<file path="config.mk">
export PLATFORM = sky130hd
export DESIGN_NAME = data_mem_requester_flat
export DESIGN_NICKNAME = d
export VERILOG_FILES = /design/src/rtl/data_mem_requester_if.sv /design/src/rtl/data_mem_requester.sv /design/src/flat_wrapper.sv
export SDC_FILE = /design/constraint.sdc
export NUM_CORES = 1
export LEC_CHECK = 0
export BUFFER_PORTS_ARGS = -buffer_cell sky130_fd_sc_hd__buf_2
export CAP_MARGIN = 40
export CORE_MARGIN = 2
export CORE_UTILIZATION = 50
export DETAILED_ROUTE_END_ITERATION = 16
export PLACE_DENSITY = 0.8
export SLEW_MARGIN = 0
export SYNTH_ARGS = -nofsm -noshare
export SYNTH_HDL_FRONTEND = slang
export SYNTH_SLANG_ARGS = --single-unit
</file>
<file path="constraint.sdc">
create_clock -name clk -period 7.5 [get_ports clk]
set_input_delay 1.5 -clock clk [delete_from_list [all_inputs] [get_ports clk]]
set_output_delay 1.5 -clock clk [all_outputs]
set_load 0.02 [all_outputs]
</file>
<file path="src/rtl/data_mem_requester_if.sv">
// Pipeline request/response channel and data-RAM port of the memory-stage requester.
// master = the requester itself; slave = the pipeline plus RAM that surround it.
interface data_mem_requester_if #(
    parameter int ADDR_WIDTH = 32
);
    logic                  req_valid;
    logic                  req_ready;
    logic                  req_write;
    logic [ADDR_WIDTH-1:0] req_addr;
    logic [31:0]           req_wdata;
    logic [2:0]            req_funct3;

    logic                  resp_valid;
    logic                  resp_ready;
    logic [31:0]           resp_rdata;
    logic                  resp_fault;

    logic [ADDR_WIDTH-1:0] mem_address;
    logic [31:0]           mem_data_in;
    logic                  mem_write;
    logic                  mem_read;
    logic [2:0]            mem_funct3;
    logic [31:0]           mem_data_out;
    logic                  mem_fault;

    modport master (
        input  req_valid, req_write, req_addr, req_wdata, req_funct3,
        input  resp_ready,
        input  mem_data_out, mem_fault,
        output req_ready,
        output resp_valid, resp_rdata, resp_fault,
        output mem_address, mem_data_in, mem_write, mem_read, mem_funct3
    );

    modport slave (
        output req_valid, req_write, req_addr, req_wdata, req_funct3,
        output resp_ready,
        output mem_data_out, mem_fault,
        input  req_ready,
        input  resp_valid, resp_rdata, resp_fault,
        input  mem_address, mem_data_in, mem_write, mem_read, mem_funct3
    );
endinterface

</file>
<file path="src/rtl/data_mem_requester.sv">
// Memory-stage requester: one load/store at a time, misaligned halfword/word
// accesses split into byte beats, load data assembled and extended.
//
// state  | meaning
// IDLE   | req_ready=1, waiting for a request
// ACCESS | one RAM beat per cycle until the last beat or a fault
// RESP   | resp_valid=1, rdata/fault held until the consumer accepts
module data_mem_requester #(
    parameter int ADDR_WIDTH = 32
) (
    input logic                    clk,
    input logic                    rst_n,
    data_mem_requester_if.master   bus
);
    localparam logic [1:0] IDLE   = 2'd0;
    localparam logic [1:0] ACCESS = 2'd1;
    localparam logic [1:0] RESP   = 2'd2;

    localparam logic [2:0] F3_B  = 3'b000;
    localparam logic [2:0] F3_H  = 3'b001;
    localparam logic [2:0] F3_W  = 3'b010;
    localparam logic [2:0] F3_BU = 3'b100;
    localparam logic [2:0] F3_HU = 3'b101;

    logic [1:0]            state;
    logic                  cap_write;
    logic [ADDR_WIDTH-1:0] cap_addr;
    logic [31:0]           cap_wdata;
    logic [2:0]            cap_funct3;
    logic                  cap_split;
    logic [1:0]            beat_cnt;
    logic [1:0]            last_beat;
    logic [31:0]           asm_data;
    logic [31:0]           resp_rdata_r;
    logic                  resp_fault_r;

    logic                  accept;
    logic                  req_legal;
    logic                  req_aligned;
    logic [1:0]            req_last;
    logic [ADDR_WIDTH-1:0] beat_addr;
    logic [7:0]            beat_wbyte;
    logic [31:0]           asm_next;
    logic                  last_now;

    function automatic logic [31:0] extend_load(input logic [2:0] f3, input logic [31:0] d);
        logic [31:0] r;
        case (f3)
            F3_B:    r = {{24{d[7]}}, d[7:0]};
            F3_BU:   r = {24'b0, d[7:0]};
            F3_H:    r = {{16{d[15]}}, d[15:0]};
            F3_HU:   r = {16'b0, d[15:0]};
            default: r = d;
        endcase
        return r;
    endfunction

    assign accept = bus.req_valid && (state == IDLE);

    always_comb begin
        req_legal   = 1'b0;
        req_aligned = 1'b1;
        req_last    = 2'd0;
        case (bus.req_funct3)
            F3_B, F3_H, F3_W: req_legal = 1'b1;
            F3_BU, F3_HU:     req_legal = !bus.req_write;
            default:          req_legal = 1'b0;
        endcase
        case (bus.req_funct3[1:0])
            2'b01:   req_aligned = !bus.req_addr[0];
            2'b10:   req_aligned = (bus.req_addr[1:0] == 2'b00);
            default: req_aligned = 1'b1;
        endcase
        if (!req_aligned) begin
            req_last = (bus.req_funct3[1:0] == 2'b01) ? 2'd1 : 2'd3;
        end
    end

    assign beat_addr  = cap_addr + ADDR_WIDTH'(beat_cnt);
    assign beat_wbyte = cap_wdata[{beat_cnt, 3'b000} +: 8];
    assign last_now   = (beat_cnt == last_beat);

    // split loads drop each beat's byte into its own lane; aligned loads take the word
    always_comb begin
        asm_next = asm_data;
        if (!cap_split) begin
            asm_next = bus.mem_data_out;
        end else begin
            asm_next[{beat_cnt, 3'b000} +: 8] = bus.mem_data_out[7:0];
        end
    end

    always_comb begin
        bus.mem_address = '0;
        bus.mem_data_in = 32'b0;
        bus.mem_write   = 1'b0;
        bus.mem_read    = 1'b0;
        bus.mem_funct3  = 3'b000;
        if (state == ACCESS) begin
            bus.mem_address = beat_addr;
            bus.mem_write   = cap_write;
            bus.mem_read    = !cap_write;
            bus.mem_funct3  = cap_split ? F3_B : cap_funct3;
            if (cap_write) begin
                bus.mem_data_in = cap_split ? {24'b0, beat_wbyte} : cap_wdata;
            end
        end
    end

    always_ff @(posedge clk or negedge rst_n) begin
        if (!rst_n) begin
            state        <= IDLE;
            cap_write    <= 1'b0;
            cap_addr     <= '0;
            cap_wdata    <= 32'b0;
            cap_funct3   <= 3'b000;
            cap_split    <= 1'b0;
            beat_cnt     <= 2'd0;
            last_beat    <= 2'd0;
            asm_data     <= 32'b0;
            resp_rdata_r <= 32'b0;
            resp_fault_r <= 1'b0;
        end else begin
            case (state)
                IDLE: begin
                    if (accept) begin
                        cap_write  <= bus.req_write;
                        cap_addr   <= bus.req_addr;
                        cap_wdata  <= bus.req_wdata;
                        cap_funct3 <= bus.req_funct3;
                        cap_split  <= !req_aligned;
                        last_beat  <= req_last;
                        beat_cnt   <= 2'd0;
                        asm_data   <= 32'b0;
                        if (req_legal) begin
                            state <= ACCESS;
                        end else begin
                            state        <= RESP;
                            resp_fault_r <= 1'b1;
                            resp_rdata_r <= 32'b0;
                        end
                    end
                end
                ACCESS: begin
                    // a fault abandons the remaining beats; bytes already stored stay stored
                    if (bus.mem_fault) begin
                        state        <= RESP;
                        resp_fault_r <= 1'b1;
                        resp_rdata_r <= 32'b0;
                    end else begin
                        if (!cap_write) begin
                            asm_data <= asm_next;
                        end
                        if (last_now) begin
                            state        <= RESP;
                            resp_fault_r <= 1'b0;
                            resp_rdata_r <= cap_write ? 32'b0 : extend_load(cap_funct3, asm_next);
                        end else begin
                            beat_cnt <= beat_cnt + 2'd1;
                        end
                    end
                end
                RESP: begin
                    if (bus.resp_ready) begin
                        state <= IDLE;
                    end
                end
                default: state <= IDLE;
            endcase
        end
    end

    assign bus.req_ready  = (state == IDLE);
    assign bus.resp_valid = (state == RESP);
    assign bus.resp_rdata = resp_rdata_r;
    assign bus.resp_fault = resp_fault_r;
endmodule
</file>
<file path="src/flat_wrapper.sv">
// flat-port wrapper written by rule: the top's interface ports become plain ports
module data_mem_requester_flat 
#(
    parameter int ADDR_WIDTH = 32
)
  (clk, rst_n, bus_req_valid, bus_req_write, bus_req_addr, bus_req_wdata, bus_req_funct3, bus_resp_ready, bus_mem_data_out, bus_mem_fault, bus_req_ready, bus_resp_valid, bus_resp_rdata, bus_resp_fault, bus_mem_address, bus_mem_data_in, bus_mem_write, bus_mem_read, bus_mem_funct3);
  data_mem_requester_if #(.ADDR_WIDTH(ADDR_WIDTH)) bus_i ();
  input logic clk;
  input logic rst_n;
  input wire logic [$bits(bus_i.req_valid)-1:0] bus_req_valid;
  input wire logic [$bits(bus_i.req_write)-1:0] bus_req_write;
  input wire logic [$bits(bus_i.req_addr)-1:0] bus_req_addr;
  input wire logic [$bits(bus_i.req_wdata)-1:0] bus_req_wdata;
  input wire logic [$bits(bus_i.req_funct3)-1:0] bus_req_funct3;
  input wire logic [$bits(bus_i.resp_ready)-1:0] bus_resp_ready;
  input wire logic [$bits(bus_i.mem_data_out)-1:0] bus_mem_data_out;
  input wire logic [$bits(bus_i.mem_fault)-1:0] bus_mem_fault;
  output wire logic [$bits(bus_i.req_ready)-1:0] bus_req_ready;
  output wire logic [$bits(bus_i.resp_valid)-1:0] bus_resp_valid;
  output wire logic [$bits(bus_i.resp_rdata)-1:0] bus_resp_rdata;
  output wire logic [$bits(bus_i.resp_fault)-1:0] bus_resp_fault;
  output wire logic [$bits(bus_i.mem_address)-1:0] bus_mem_address;
  output wire logic [$bits(bus_i.mem_data_in)-1:0] bus_mem_data_in;
  output wire logic [$bits(bus_i.mem_write)-1:0] bus_mem_write;
  output wire logic [$bits(bus_i.mem_read)-1:0] bus_mem_read;
  output wire logic [$bits(bus_i.mem_funct3)-1:0] bus_mem_funct3;
  assign bus_i.req_valid = bus_req_valid;
  assign bus_i.req_write = bus_req_write;
  assign bus_i.req_addr = bus_req_addr;
  assign bus_i.req_wdata = bus_req_wdata;
  assign bus_i.req_funct3 = bus_req_funct3;
  assign bus_i.resp_ready = bus_resp_ready;
  assign bus_i.mem_data_out = bus_mem_data_out;
  assign bus_i.mem_fault = bus_mem_fault;
  assign bus_req_ready = bus_i.req_ready;
  assign bus_resp_valid = bus_i.resp_valid;
  assign bus_resp_rdata = bus_i.resp_rdata;
  assign bus_resp_fault = bus_i.resp_fault;
  assign bus_mem_address = bus_i.mem_address;
  assign bus_mem_data_in = bus_i.mem_data_in;
  assign bus_mem_write = bus_i.mem_write;
  assign bus_mem_read = bus_i.mem_read;
  assign bus_mem_funct3 = bus_i.mem_funct3;
  data_mem_requester #(.ADDR_WIDTH(ADDR_WIDTH)) u_core (.clk(clk), .rst_n(rst_n), .bus(bus_i));
endmodule
</file>
==> out/summary.json, run 1 <==
{
  "fin_crit": {"value": 4830, "unit": "ps"},
  "area_growth_from_synthesis_to_layout": {"value": 24.2, "unit": "%"},
  "rows": {"value": 44},
  "cap_violations": {"value": 0},
  "multiInputGateArea": {"value": 0.00363, "unit": "sq mm"},
  "number_of_gates_on_the_worst_path_with_buffers_counted": {"value": 8},
  "cts_resized": {"value": 0},
  "netlist_top_cells_area": {"value": "dfrtp_1, nand2_1, a22o_1, a21oi_1, nor2_1"},
  "worstMarginPinSlew": {"value": 833, "unit": "ps"},
  "clock_latency_late_sink": {"value": 430, "unit": "ps"},
  "cts_tree": {"value": "done"},
  "sequential_to_total_area_share_from_yosys_stat": {"value": 47.3, "unit": "%"},
  "cp_data_required_time": {"value": 6000, "unit": "ps"},
  "asyncSetResetFlopFracSynth": {"value": 100, "unit": "%"},
  "design.die.area": {"value": 0.0157, "unit": "sq mm"},
  "r2r_slack": {"value": 3710, "unit": "ps"},
  "relSlewSlack": {"value": 44.5, "unit": "%"},
  "final-hold-violation-count": {"value": 0},
  "drtIter0Drc": {"value": 445},
  "post-route-util": {"value": 63.1, "unit": "%"},
  "worst_ep_arrival_time": {"value": 3330, "unit": "ps"},
  "mux_contribution_to_synthesized_area": {"value": 1.22, "unit": "%"},
  "antenna_violating_nets_post_route": {"value": 0},
  "max_clock_freq": {"value": 207, "unit": "MHz"},
  "report.final.setup_viol": {"value": 0},
  "first_global_vias": {"value": 6432},
  "rsz_0062_raised_after_global_routing": {"value": "false"},
  "synthCells": {"value": 843},
  "fin_crit_sh": {"value": 64.4, "unit": "%"},
  "grt_overflow_total": {"value": 0},
  "synth_adder_area_share": {"value": 1.97, "unit": "%"},
  "fin_worst_skew": {"value": 7.83, "unit": "ps"},
  "fp.coreArea": {"value": 0.0145, "unit": "sq mm"},
  "timing.critical_path.to": {"value": "bus_mem_address[14]"},
  "syn_nets": {"value": 959},
  "netSwitchingFraction": {"value": 39.6, "unit": "%"},
  "synth.lib_cells_used.distinct": {"value": 52},
  "share_comb_of_total_power": {"value": 33.4, "unit": "%"},
  "finish.net_count": {"value": 1142},
  "cts_num_sinks": {"value": 139},
  "power.static_leakage": {"value": 4.80, "unit": "nW"},
  "powerDensity": {"value": 346, "unit": "mW/mm^2"},
  "drt_drc_violations_left": {"value": 0},
  "pwr-share-clk": {"value": 26.2, "unit": "%"},
  "cellInternalPower": {"value": 1.91, "unit": "mW"},
  "synthDominantAreaCellType": {"value": "dfrtp_1"},
  "drv_slew": {"value": 0},
  "holdCritStartpoint": {"value": "u_core.asm_data[27]$_DFFE_PN0P_"},
  "drt_wl_total": {"value": 20300, "unit": "um"},
  "clk_path_buf_depth": {"value": 2},
  "final_layout_size_suffix_gt1_share": {"value": 25.4, "unit": "%"},
  "worstSetupStartpointType": {"value": "flop"},
  "syn_avg_cell_area": {"value": 8.73, "unit": "sq um"},
  "synthXorXnorAreaFrac": {"value": 3.21, "unit": "%"},
  "initial_core_util": {"value": 50.8, "unit": "%"},
  "cts-buffers-inserted": {"value": 17},
  "drt-wirelength-per-cell": {"value": 16.6, "unit": "um"},
  "critical_path_class": {"value": "flop to primary output"},
  "die-width": {"value": 125, "unit": "um"},
  "grtUsageTotal": {"value": 26.1, "unit": "%"},
  "final.setup.tns": {"value": 0, "unit": "ps"},
  "r2r-start": {"value": "u_core.beat_cnt[0]$_DFFE_PN0P_"},
  "synth-compound-area-share": {"value": 16.5, "unit": "%"},
  "io_pins": {"value": 209},
  "cts_htree_levels": {"value": 4},
  "critical_path.cell_chain": {"value": "ha_1, fa_1, nand3_1, nor3_1, nand4_1, xor2_1, nor2_1, buf_2"},
  "grt_first_pass_wirelength": {"value": 32800, "unit": "um"},
  "reg2reg_to": {"value": "u_core.bus.resp_rdata[26]$_DFFE_PN0P_"},
  "vias": {"value": 6830},
  "main_combinational_cell_family_by_area_after_synthesis": {"value": "simple AND/OR/NAND/NOR gates"},
  "largest_net_degree_at_the_start_of_global_routing": {"value": 69},
  "r2r_cells": {"value": 6},
  "port-buffer-count": {"value": 208},
  "yosysWarnings": {"value": 0},
  "family_of_cells_with_the_greatest_summed_delay_on_the_critical_path": {"value": "simple AND/OR/NAND/NOR gates"},
  "place_hpwl": {"value": 14100, "unit": "um"},
  "clk_root_buffer_cell": {"value": "clkbuf_16"},
  "critical_path.endpoint_type": {"value": "primary output"},
  "post-cts-setup-buffers": {"value": 0},
  "postCtsHoldBufs": {"value": 0},
  "sequentialPowerShare": {"value": 40.4, "unit": "%"},
  "synthDominantCellAreaShare": {"value": 47.3, "unit": "%"},
  "irDropWorstVdd": {"value": 199, "unit": "uV"},
  "synth-simple-area-share": {"value": 26.1, "unit": "%"},
  "number_of_enable_type_register_cells_in_the_synthesized_netlist": {"value": 0},
  "cp_slowest_stage_delay": {"value": 880, "unit": "ps"},
  "area.sequential": {"value": 0.00348, "unit": "sq mm"},
  "ys_ff_latch": {"value": 139},
  "yosys.cell_count.top_type": {"value": "nand2_1"},
  "chipHeight": {"value": 125, "unit": "um"},
  "netSwitchingPower": {"value": 1.25, "unit": "mW"},
  "cp.buffers_inverters": {"value": 1},
  "netlist_area": {"value": 0.00736, "unit": "sq mm"},
  "status": {"value": "finished clean"},
  "fill_cells": {"value": 1245},
  "place.gp.congestion": {"value": 0.832},
  "synth_flop_cell": {"value": "dfrtp_1"},
  "drt_pre_antenna_iters": {"value": 5},
  "synthTopCellsByCount": {"value": "nand2_1, dfrtp_1, a22o_1"},
  "hold_class": {"value": "flop to flop"},
  "antenna_found_initial": {"value": 1},
  "avgViaCountPerCell": {"value": 5.58},
  "slowest_stage": {"value": "dfrtp_1"},
  "cp_startpoint": {"value": "u_core.beat_cnt[0]$_DFFE_PN0P_"},
  "clk_transition_reported_paths": {"value": 50, "unit": "ps"},
  "critical_path.max_fanout": {"value": 20}
}
cell families after synthesis:
kind of cell	count (synthesis)
muxes	9
DFF	139
and+or+nand+nor	421
xor gates and xnor gates	27
buffers and inverters	65
AOI/OAI and AO/OA	171
adders and majority gates	11
worst min-delay path by stage:
stage                     cells past startpoint                         endpoint
after floorplan                               2  u_core.asm_data[24]$_DFFE_PN0P_
final                                         2  u_core.asm_data[27]$_DFFE_PN0P_
after detailed placement                      2  u_core.asm_data[29]$_DFFE_PN0P_
after CTS                                     2  u_core.asm_data[29]$_DFFE_PN0P_
after global placement                        2  u_core.asm_data[25]$_DFFE_PN0P_
after global routing                          2  u_core.asm_data[29]$_DFFE_PN0P_
worst min-delay path: stages (launching register included):
cell	delay, ps
dfrtp_1	330
nand2_1	50
o41ai_1	50
registers in the layout, summed over array words and instances (netlist names):
name	count
u_core.asm_data	32
u_core.beat_cnt	2
u_core.bus.resp_fault	1
u_core.bus.resp_rdata	32
u_core.cap_addr	32
u_core.cap_funct3	3
u_core.cap_wdata	32
u_core.cap_write	1
u_core.last_beat	2
u_core.state	2
power by group through the flow:
| stage | clock [mW] | sequential [mW] | combinational, mW |
|---|---|---|---|
| 5_1_grt | 0.870 | 1.32 | 1.18 |
| 2_1_floorplan | 0 | 1.20 | 0.782 |
| 3_5_place_dp | 0 | 1.28 | 1.06 |
| 6_report | 0.828 | 1.28 | 1.06 |
| 4_1_cts | 0.839 | 1.27 | 1.06 |
| 3_3_place_gp | 0 | 1.28 | 1.02 |
metrics by stage:
stage | cell area (sq um) | power (mW) | setup WS, ps | instances | hold WS [ps]
floorplan | 7360 | 1.99 | 3890 | 843 | 435
global placement | 8470 | 2.29 | 3120 | 1186 | 446
detailed placement | 8550 | 2.34 | 3100 | 1191 | 458
CTS | 9140 | 3.18 | 2630 | 1223 | 471
global route | 9140 | 3.37 | 2420 | 1223 | 483
finish | 9140 | 3.16 | 2670 | 1224 | 466
layout by cell type (no fill, tap or decap), types with 4 or more instances in the layout:
| master | netlist | final |
|---|---|---|
| nand2_1 | 245 | 244 |
| buf_2 | 8 | 208 |
| dfrtp_1 | 139 | 138 |
| a22o_1 | 55 | 55 |
| nor2_1 | 54 | 54 |
| a21oi_1 | 51 | 51 |
| and2_1 | 28 | 27 |
| nor2b_1 | 27 | 27 |
| xor2_1 | 21 | 21 |
| o21ai_0 | 20 | 20 |
| clkbuf_16 | 0 | 17 |
| nand3_1 | 16 | 16 |
| nand4_1 | 10 | 10 |
| ha_1 | 10 | 10 |
| inv_1 | 9 | 9 |
| mux2i_1 | 9 | 9 |
| o41ai_1 | 9 | 9 |
| o31ai_1 | 8 | 8 |
| a221o_1 | 8 | 8 |
| a21o_1 | 8 | 8 |
| nand2b_1 | 9 | 8 |
| buf_4 | 3 | 7 |
| and3_1 | 6 | 6 |
| or3_1 | 6 | 6 |
| xnor2_1 | 6 | 6 |
| and4_1 | 4 | 4 |
| clkinv_2 | 0 | 4 |
metal layers:
layer	global-route usage, %	routed length, um	vias to the layer above	share of wire [%]
li1	-	-	3248	-
met1	34.6	8760	3242	43
met2	40.5	9430	301	46
met3	7.87	1610	39	7.9
met4	10.1	535	0	2.6
met5	0	0	-	0
layout make-up:
class | count | area share (%)
Multi-Input combinational cell | 639 | 39.7
Sequential cell | 139 | 38.1
Timing Repair Buffer | 219 | 12.9
Clock buffer | 18 | 4.81
Tap cell | 184 | 2.52
Clock inverter | 14 | 1.60
Inverter | 10 | 0.411
Antenna cell | 1 | 0.0274
Power figures use the tool's default switching activity.
==> run 2: changes to the inputs <==
clock period = 4.55 ns   (was 7.5 ns; I/O delays follow)
==> out/summary.json, run 2 (synthesis gave the netlist of run 1 again) <==
{
  "status": {"value": "finished clean"},
  "antenna_violating_nets_post_route": {"value": 0},
  "cts_tree": {"value": "done"},
  "port-buffer-count": {"value": 208},
  "drv_slew": {"value": 0},
  "fin_crit_sh": {"value": 80.0, "unit": "%"},
  "power.static_leakage": {"value": 4.82, "unit": "nW"},
  "critical_path.endpoint_type": {"value": "primary output"},
  "grt_overflow_total": {"value": 0},
  "rows": {"value": 44},
  "area_growth_from_synthesis_to_layout": {"value": 24.4, "unit": "%"},
  "first_global_vias": {"value": 6533},
  "cp_data_required_time": {"value": 3640, "unit": "ps"},
  "critical_path_class": {"value": "flop to primary output"},
  "place.gp.congestion": {"value": 0.871},
  "grtUsageTotal": {"value": 26.1, "unit": "%"},
  "final_layout_size_suffix_gt1_share": {"value": 25.2, "unit": "%"},
  "place_hpwl": {"value": 14000, "unit": "um"},
  "avgViaCountPerCell": {"value": 5.63},
  "die-width": {"value": 125, "unit": "um"},
  "cts_num_sinks": {"value": 139},
  "clock_latency_late_sink": {"value": 420, "unit": "ps"},
  "fp.coreArea": {"value": 0.0145, "unit": "sq mm"},
  "grt_first_pass_wirelength": {"value": 32700, "unit": "um"},
  "fin_crit": {"value": 3640, "unit": "ps"},
  "post-cts-setup-buffers": {"value": 0},
  "drt-wirelength-per-cell": {"value": 16.7, "unit": "um"},
  "critical_path.max_fanout": {"value": 6},
  "drtIter0Drc": {"value": 378},
  "worst_ep_arrival_time": {"value": 2730, "unit": "ps"},
  "cts-buffers-inserted": {"value": 17},
  "clk_transition_reported_paths": {"value": 60, "unit": "ps"},
  "powerDensity": {"value": 582, "unit": "mW/mm^2"},
  "cap_violations": {"value": 0},
  "largest_net_degree_at_the_start_of_global_routing": {"value": 83},
  "dpl_cell_area": {"value": 0.00853, "unit": "sq mm"},
  "placed_cells_incl_taps": {"value": 1193},
  "finalNonFillerCells": {"value": 1224},
  "antenna_found_initial": {"value": 1},
  "finish.net_count": {"value": 1144},
  "chipHeight": {"value": 125, "unit": "um"},
  "cts_htree_levels": {"value": 4},
  "clk_path_buf_depth": {"value": 2},
  "drt_drc_violations_left": {"value": 0},
  "layout_common_cells": {"value": "nand2_1, buf_2, dfrtp_1"},
  "cts_resized": {"value": 0},
  "final-hold-violation-count": {"value": 0},
  "vias": {"value": 6890},
  "irDropWorstVdd": {"value": 367, "unit": "uV"},
  "rsz_0062_raised_after_global_routing": {"value": "false"},
  "hold_class": {"value": "flop to flop"},
  "io_pins": {"value": 209},
  "total_power": {"value": 5.33, "unit": "mW"},
  "design.die.area": {"value": 0.0157, "unit": "sq mm"},
  "design_area": {"value": 0.00916, "unit": "sq mm"},
  "worstMarginPinSlew": {"value": 872, "unit": "ps"},
  "initial_core_util": {"value": 50.8, "unit": "%"},
  "relSlewSlack": {"value": 41.4, "unit": "%"},
  "final.setup.tns": {"value": 0, "unit": "ps"},
  "final_common_cell": {"value": "nand2_1"},
  "clk_root_buffer_cell": {"value": "clkbuf_16"},
  "fin_worst_skew": {"value": 8.54, "unit": "ps"},
  "postCtsHoldBufs": {"value": 0},
  "worstSetupStartpointType": {"value": "flop"},
  "drt_pre_antenna_iters": {"value": 5},
  "max_clock_freq": {"value": 275, "unit": "MHz"},
  "report.final.setup_viol": {"value": 0},
  "drt_wl_total": {"value": 20400, "unit": "um"}
}
[run 2: worst max-delay path, stage by stage (launching register included)]
cell and delay, ps:
dfrtp_1 350, ha_1 190, fa_1 220, nand3_1 160, nor3_1 750, nand4_1 220
xor2_1 190, nor2_1 80, buf_2 160
[run 2: worst paths after layout]
check,startpoint,to,slack [ps],cells past startpoint
hold / removal,u_core.asm_data[25]$_DFFE_PN0P_,u_core.asm_data[25]$_DFFE_PN0P_,470,2
min in group asynchronous,rst_n,u_core.bus.resp_rdata[3]$_DFFE_PN0P_,520,1
setup / recovery,u_core.beat_cnt[0]$_DFFE_PN0P_,bus_mem_address[14],910,8
max in group asynchronous,rst_n,u_core.cap_addr[31]$_DFFE_PN0P_,3120,2
setup reg to reg,u_core.beat_cnt[0]$_DFFE_PN0P_,u_core.bus.resp_rdata[24]$_DFFE_PN0P_,1270,7
hold reg to reg,u_core.asm_data[25]$_DFFE_PN0P_,u_core.asm_data[25]$_DFFE_PN0P_,470,2
[run 2: metal layers]
layer | part of all wire [%] | global-route usage [%]
met5 | 0 | 0
met4 | 2.5 | 9.74
met3 | 7.4 | 6.72
met2 | 46 | 40.8
met1 | 44 | 35.4
[run 2: stage by stage]
stage                     utilization (%)  hold WS (ps)  worst slack (ps)
final                                63.3           466               910
after global placement               58.8           447              1390
after global routing                 63.2           496               772
after detailed placement             58.9           452              1340
after floorplan                         -           435              1530
after CTS                            63.2           465               927
[run 2: area by class of cell]
cell class / count / area, sq um
Fill cell: 1237 / 5320
Multi-Input combinational cell: 639 / 3620
Sequential cell: 139 / 3480
Timing Repair Buffer: 221 / 1160
Clock buffer: 20 / 457
Tap cell: 184 / 230
Clock inverter: 10 / 166
Inverter: 10 / 37.5
Antenna cell: 1 / 2.50
[run 2: where the power goes]
group          total, mW  switching (mW)  internal, mW  leakage [nW]
registers           2.11           0.462          1.65          1.81
logic               1.74            1.07         0.674          2.71
clock network       1.48           0.533         0.943         0.299
total               5.33            2.06          3.27          4.82
